`src/rtl/if_fetch_stage.sv`:
```
// if_fetch_stage: RV32I instruction fetch. Owns the PC, keeps one imem request in flight, drives IF/ID.
// Optional macro IF_JAL_PRED_EN: predict JAL targets at fetch and flag them in if_id_pred_taken.
module if_fetch_stage #(
  parameter logic [31:0] RESET_PC = 32'h0000_0000,
  parameter logic [31:0] NOP_INST = 32'h0000_0013
) (
  input  logic        clk,
  input  logic        rst,
  output logic        imem_req,
  output logic [31:0] imem_addr,
  input  logic        imem_gnt,
  input  logic        imem_rvalid,
  input  logic [31:0] imem_rdata,
  input  logic        id_stall,
  input  logic        ex_redirect,
  input  logic [31:0] ex_target,
  output logic        if_id_valid,
  output logic [31:0] if_id_pc,
  output logic [31:0] if_id_inst,
  output logic        if_id_pred_taken,
  output logic [1:0]  dbg_state
);

  // Handshakes: a request transfers on a cycle with imem_req && imem_gnt, and imem_addr stays put
  // until then unless a redirect moves it. Each granted request returns exactly one imem_rvalid
  // beat at least one cycle later. IF/ID transfers to decode on any cycle with if_id_valid && !id_stall.
  typedef enum logic [1:0] {
    S_IDLE = 2'd0,
    S_REQ  = 2'd1,
    S_RESP = 2'd2,
    S_HOLD = 2'd3
  } state_t;

  state_t      state, state_d;
  logic [31:0] pc, pc_d;
  logic [31:0] hold_inst, hold_inst_d;
  logic        hold_valid, hold_valid_d;
  logic        drop, drop_d;
  logic        load;
  logic [31:0] load_inst;
  logic [31:0] load_next_pc;
  logic        load_is_jal;
  logic        unused_target_lsbs;

  assign unused_target_lsbs = ^ex_target[1:0];
  assign imem_addr          = {pc[31:2], 2'b00};
  assign dbg_state          = state;
  assign load_inst          = (state == S_HOLD) ? hold_inst : imem_rdata;

`ifdef IF_JAL_PRED_EN
  logic [31:0] jal_imm;
  assign load_is_jal  = (load_inst[6:0] == 7'b1101111);
  assign jal_imm      = {{11{load_inst[31]}}, load_inst[31], load_inst[19:12],
                         load_inst[20], load_inst[30:21], 1'b0};
  assign load_next_pc = load_is_jal ? (pc + jal_imm) : (pc + 32'd4);
`else
  assign load_is_jal  = 1'b0;
  assign load_next_pc = pc + 32'd4;
`endif

  always_comb begin
    state_d      = state;
    pc_d         = pc;
    drop_d       = drop;
    hold_valid_d = hold_valid;
    hold_inst_d  = hold_inst;
    load         = 1'b0;

    unique case (state)
      S_IDLE: state_d = S_REQ;
      S_REQ: begin
        if (imem_gnt) state_d = S_RESP;
      end
      S_RESP: begin
        if (imem_rvalid) begin
          if (drop) begin
            drop_d  = 1'b0;
            state_d = S_REQ;
          end else if (id_stall) begin
            hold_valid_d = 1'b1;
            hold_inst_d  = imem_rdata;
            state_d      = S_HOLD;
          end else begin
            load    = 1'b1;
            state_d = S_REQ;
          end
        end
      end
      S_HOLD: begin
        if (!id_stall && hold_valid) begin
          load         = 1'b1;
          hold_valid_d = 1'b0;
          state_d      = S_REQ;
        end
      end
      default: state_d = S_IDLE;
    endcase

    if (load) pc_d = load_next_pc;

    // A redirect overrides everything above; an in-flight response is marked for discard.
    if (ex_redirect) begin
      load         = 1'b0;
      pc_d         = {ex_target[31:2], 2'b00};
      hold_valid_d = 1'b0;
      unique case (state)
        S_REQ:  drop_d = imem_gnt;
        S_RESP: begin
          if (imem_rvalid) begin
            drop_d  = 1'b0;
            state_d = S_REQ;
          end else begin
            drop_d  = 1'b1;
            state_d = S_RESP;
          end
        end
        S_HOLD: state_d = S_REQ;
        default: ;
      endcase
    end
  end

  always_ff @(posedge clk) begin
    if (rst) begin
      state            <= S_IDLE;
      pc               <= RESET_PC;
      drop             <= 1'b0;
      hold_valid       <= 1'b0;
      hold_inst        <= NOP_INST;
      imem_req         <= 1'b0;
      if_id_valid      <= 1'b0;
      if_id_pc         <= '0;
      if_id_inst       <= NOP_INST;
      if_id_pred_taken <= 1'b0;
    end else begin
      state      <= state_d;
      pc         <= pc_d;
      drop       <= drop_d;
      hold_valid <= hold_valid_d;
      hold_inst  <= hold_inst_d;
      imem_req   <= (state_d == S_REQ);
      if (ex_redirect) begin
        if_id_valid      <= 1'b0;
        if_id_inst       <= NOP_INST;
        if_id_pred_taken <= 1'b0;
      end else if (load) begin
        if_id_valid      <= 1'b1;
        if_id_pc         <= pc;
        if_id_inst       <= load_inst;
        if_id_pred_taken <= load_is_jal;
      end else if (!id_stall) begin
        if_id_valid      <= 1'b0;
        if_id_inst       <= NOP_INST;
        if_id_pred_taken <= 1'b0;
      end
    end
  end

endmodule

```
`config.mk`:
```
export PLATFORM = sky130hd
export DESIGN_NAME = if_fetch_stage
export DESIGN_NICKNAME = d
export VERILOG_FILES = /design/src/rtl/if_fetch_stage.sv
export SDC_FILE = /design/constraint.sdc
export NUM_CORES = 1
export LEC_CHECK = 0
export BUFFER_PORTS_ARGS = -buffer_cell sky130_fd_sc_hd__buf_2
export CAP_MARGIN = 20
export CORE_ASPECT_RATIO = 1.75
export CORE_MARGIN = 2
export CORE_UTILIZATION = 35
export DETAILED_ROUTE_END_ITERATION = 10
export GPL_ROUTABILITY_DRIVEN = 1
export SKIP_LAST_GASP = 1
export SLEW_MARGIN = 30
export SYNTH_ARGS = -nofsm -noshare
export SYNTH_HDL_FRONTEND = slang
export SYNTH_SLANG_ARGS = --single-unit
```
`constraint.sdc`:
```
create_clock -name clk -period 3.12 [get_ports clk]
set_input_delay 0.156 -clock clk [delete_from_list [all_inputs] [get_ports clk]]
set_output_delay 0.156 -clock clk [all_outputs]
set_load 0.005 [all_outputs]
```
* Word-level counts from Yosys, hierarchy flattened
Cells that the tools add are included. Widths: inputs -> output; s select.
Storage, ports and cells: register bits 134, latch bits 0, memory bits (writable) 0, memory bits (read-only) 0, bits of input ports 70, logic and storage cells 63, memories kept 0
Operators by class: add/sub/neg operators 1, multiply operators 0, div/mod/pow operators 0, order comparisons 0, eq/ne operators 9, shift-type cells 0, mux-type cells 32, bitwise logic cells 2, reduce and logical (&&, ||, !) cells 9
Operator list (count):
- $mux 32 | 5
- $add 32x3->32 const B | 1
- $mux 1 | 15
- $mux 2 | 7
- $pmux 2 s4 | 1
- $ne 2x2->1 const B | 3
- $pmux 1 s2 | 3
- $reduce_and 5->1 | 1
- $eq 2x1->1 const B | 2
- $eq 2x2->1 const B | 2
- $ne 2x1->1 const B | 2
- $pmux 2 s2 | 1
- $reduce_and 4->1 | 1
- $reduce_bool 2->1 | 2
- $logic_not 2->1 | 1
- $not 1->1 | 2
- $reduce_and 2->1 | 1
- $reduce_or 2->1 | 1
- $logic_and 1x1->1 | 1
- $logic_not 1->1 | 1

* Depth between registers and ports, before layout
depth in word-level cells 7, depth in mapped cells 10

* Worst setup path before layout
Ideal clock, no wire load.
path type register -> register, start reg state[0] (netlist: dbg_state[0]), end reg if_id_pc[28], setup time 70 ps, arrival time 2194 ps, path slack 856 ps, stages on the path, launching flop included 11, clock period less this slack 2264 ps, cells stage by stage dfxtp_1 inv_1 ha_1 nand3b_2 a21oi_1 and2_1 clkbuf_1 buf_2 buf_2 nand2_1 a21oi_1
On the way: cells in the longest elaborated chain, start to end 4, elaborated cells on any way between the ends 5
Ends and longest elaborated chain:
- start: declaration | line 34 | state_t state, state_d;
- start signal: assignment | line 136 | state <= state_d;
- $eq 2x2->1 | line 69 | unique case (state)
- $pmux 1 s2 (*) | line 69
- $mux 1 (*) | line 102 | if (ex_redirect) begin
- $reduce_and 2->1 (no line) (*)
- end signal: assignment | line 148 | if_id_pc <= pc;
- end: declaration | line 18 | output logic [31:0] if_id_pc,
Mark *: on every way between the ends. The rest lies on a longest branch, timed or not. A chain may end at the register's enable or synchronous reset.

* Final worst setup path
start reg state[0] (netlist: dbg_state[0]), end reg pc[30]
On the way: cells in the longest elaborated chain, start to end 3, elaborated cells on any way between the ends 4
Ends and longest elaborated chain:
- $eq 2x2->1 | line 69
- $pmux 1 s2 (*) | line 69
- $reduce_bool 2->1 (no line) (*)
- end signal: assignment | line 137 | pc <= pc_d;
- end: declaration | line 35 | logic [31:0] pc, pc_d;
Marks and branches as above.

==> qor.csv <==
stage;metric;value;unit
worst_hold_path;holdPathStages;3;
yosys;synthAdderAreaFrac;1.52;%
worst_hold_path;hp-class;in -> reg;
worst_hold_path;min_from;imem_rdata[25];
yosys;synth_xor_area_share;3.80;%
clock_tree;cts_buffers;17;
setup_path;arrival;3010;ps
clock_tree;cts_root_buf;clkbuf_16;
routing;postRouteAntennaNets;0;
yosys;synth-seq-cells;130;
yosys;ys.flop_type;dfxtp_1;
global_routing;grt_pass1_vias;5168;
layout;layout_common_cells;162 x buf_2, 150 x nand2_1, 130 x dfxtp_1, 77 x a21oi_1, 62 x nor2_1;
yosys;syn_area_per_cell;8.34;um2
clock_tree;clk_path_buf_depth;2;
setup_path;cp.required;3420;ps
routing;wire_per_inst;15.4;um
yosys;synth_compound_area_share;16.1;%
power;ir_drop;0.321;mV
setup_path;cp-start-kind;register;
yosys;syn_area;5760;um2
layout;nets;954;
floorplan;ios;171;
setup_path;worstSetupPathType;reg -> reg;
timing;fin_setup_tns;0;ps
routing;wirelength;16.6;mm
placed_design;dpl_worst_slack;457;ps
timing;final.setup.worst_slack;407;ps
global_routing;grt_pass1_wl;26.4;mm
layout;final_common_cell;buf_2;
floorplan;die_area;17500;um2
run_status;status;completed;
worst_hold_path;min_to;hold_inst[25];
timing;max_freq;369;MHz
yosys;synthMuxAreaShare;7.85;%
timing;finalCriticalPeriod;2710;ps
floorplan;core_area;16300;um2
floorplan;rows;62;
global_routing;grt_antenna_before_repair;1;
clock_tree;cts_resized;0;
yosys;synth_area_leaders;dfxtp_1 45%, nand2_1 9.8%, a21oi_1 6.7%;
clock_tree;cts_tree;yes;
routing;dr.pass1.iters;6;
timing;setup_viol;0;
yosys;synth_top_family_by_area;simple AND/OR/NAND/NOR gates;
setup_path;r2r_setup_slack;410;ps
placed_design;dp.cells;1007;
global_routing;grt_remaining_overflow;0;
run;cap_violations;0;
setup_path;ff2ff_path_depth;7;
timing;rsz0062_at_grt;false;
placed_design;gp_congestion;0.850;
timing;drv_slew;0;
placed_design;portBuffers;163;
setup_path;crit_path_end_kind;register;
yosys;synth_async_sr_flop_share;0;%
power;p_leak;3.15;nW
placed_design;dpl.hpwl;11.3;mm
clock_tree;htree_levels;4;
floorplan;die_w;101;um
layout;n_fill_cell;1645;
layout;fin_cells;1083;
global_routing;grt_max_degree;48;
layout;layout-drive-gt1-share;28.3;%
timing;relSlewSlack;54.6;%
timing;period_share;87.0;%
yosys;yosysTopAreaCell;dfxtp_1;
yosys;seq_area_frac_synth;45.2;%
setup_path;worst-path-max-fanout;14;
clock_tree;worstSkewPairLatency;410;ps
clock_tree;path_clk_slew;60;ps
timing;tightest_slew;664;ps
floorplan;start_util;35.3;%
routing;drc;0;
power;p_per_area;536;nW/um2
yosys;synth_edf_count;0;
routing;vias_per_cell;5.09;
yosys;synth_cell_types;48;
yosys;synth-simple-area-share;20.8;%
yosys;synth-warning-count;0;
yosys;synth_cells;690;
yosys;synth_top_area_share;45.2;%
setup_path;rr_endpoint;pc[30];
floorplan;die_h;174;um
timing;clock_skew;10.4;ps
global_routing;track_usage;19.0;%
setup_path;r2r-start;dbg_state[0];
routing;drtIter0Drc;173;
layout;syn_to_final_growth;35.0;%
routing;num_vias;5511;
clock_tree;clock_sinks;130;
timing;final-hold-violation-count;0;
## synth_stat cells, types with 4 or more instances
library cell,count
a211oi_1,16
a21oi_1,77
a22oi_1,29
and2_1,4
buf_1,6
buf_2,4
buf_4,5
clkbuf_1,40
dfxtp_1,130
ha_1,7
inv_1,10
mux2_2,33
mux2i_1,8
nand2_1,150
nand3_1,13
nand4_1,6
nor2_1,62
nor3_1,12
nor4_2,5
o22ai_1,6
xnor2_1,15
xor2_1,10
## layer usage
layer | vias to the layer above | global-route usage, % | share of wire, % | routed length [um]
met5 | - | 0 | 0 | 0
met4 | 0 | 7.94 | 2.4 | 400
met3 | 29 | 3.39 | 3.8 | 638
met2 | 137 | 35.3 | 54 | 9040
met1 | 2600 | 20.5 | 39 | 6570
li1 | 2745 | - | - | -
## worst max path at each step
stage                     slack, ps          from      endpoint
after floorplan                 860  dbg_state[0]  if_id_pc[28]
after global placement          500  dbg_state[0]        pc[30]
after detailed placement        460  dbg_state[0]        pc[30]
after CTS                       420  dbg_state[0]        pc[30]
after global routing            240  dbg_state[0]        pc[26]
final                           410  dbg_state[0]        pc[30]
## repair_timing
item / CTS / global route
buffers inserted: 0 / 0
hold buffers: 43 / 0
endpoints found under the setup margin: 0 / 0
hold endpoints to repair: 43 / 0
## final cells by class
| type | count | area, um2 | area share, % |
|---|---|---|---|
| Sequential cell | 130 | 2600 | 33.5 |
| Clock inverter | 15 | 204 | 2.63 |
| Inverter | 10 | 37.5 | 0.483 |
| Timing Repair Buffer | 219 | 1350 | 17.3 |
| Clock buffer | 17 | 425 | 5.48 |
| Tap cell | 192 | 240 | 3.09 |
| Antenna cell | 1 | 2.50 | 0.0322 |
| Multi-Input combinational cell | 499 | 2910 | 37.5 |
## worst max-delay path: stages (launching register included)
cell and delay (ps):
dfxtp_1 350, inv_1 140, ha_1 300, nand3b_2 220, a2111o_1 700, nor4_2 490, a21oi_1 140, o31a_1 250
## flip-flops by register name, summed over array words and instances (netlist names)
name,flops
hold_inst,32
hold_valid,1
dbg_state,2
imem_req,1
pc,30
if_id_inst,32
if_id_valid,1
drop,1
if_id_pc,30
## stage by stage
| step | instance area (um2) | utilization, % | hold slack [ps] | power, W |
|---|---|---|---|---|
| 6_report | 7770 | 47.7 | 10.9 | 0.00417 |
| 5_1_grt | 7770 | 47.7 | 7.95 | 0.00431 |
| 4_1_cts | 7760 | 47.7 | 0.323 | 0.00422 |
| 3_5_place_dp | 6710 | 41.2 | 389 | 0.00202 |
| 3_3_place_gp | 6710 | 41.2 | 381 | 0.00202 |
| 2_1_floorplan | 5770 | - | 280 | 0.00190 |
## cells by family (layout without fill, tap and decap cells)
logic type,Yosys count,in the layout
other,1,6
DFF,130,130
adders and majority gates,7,7
muxes,41,41
buffers and inverters,65,261
and+or+nand+nor,273,273
AOI/OAI and AO/OA,148,148
xor gates and xnor gates,25,25
## power breakdown
part           internal, W  switching, W  total [W]
Combinational     0.000149      0.000138   0.000287
Clock              0.00135      0.000795    0.00214
Sequential         0.00169     0.0000461    0.00174
Total              0.00319      0.000979    0.00417
No activity file was read; power rests on OpenSTA's default activity.
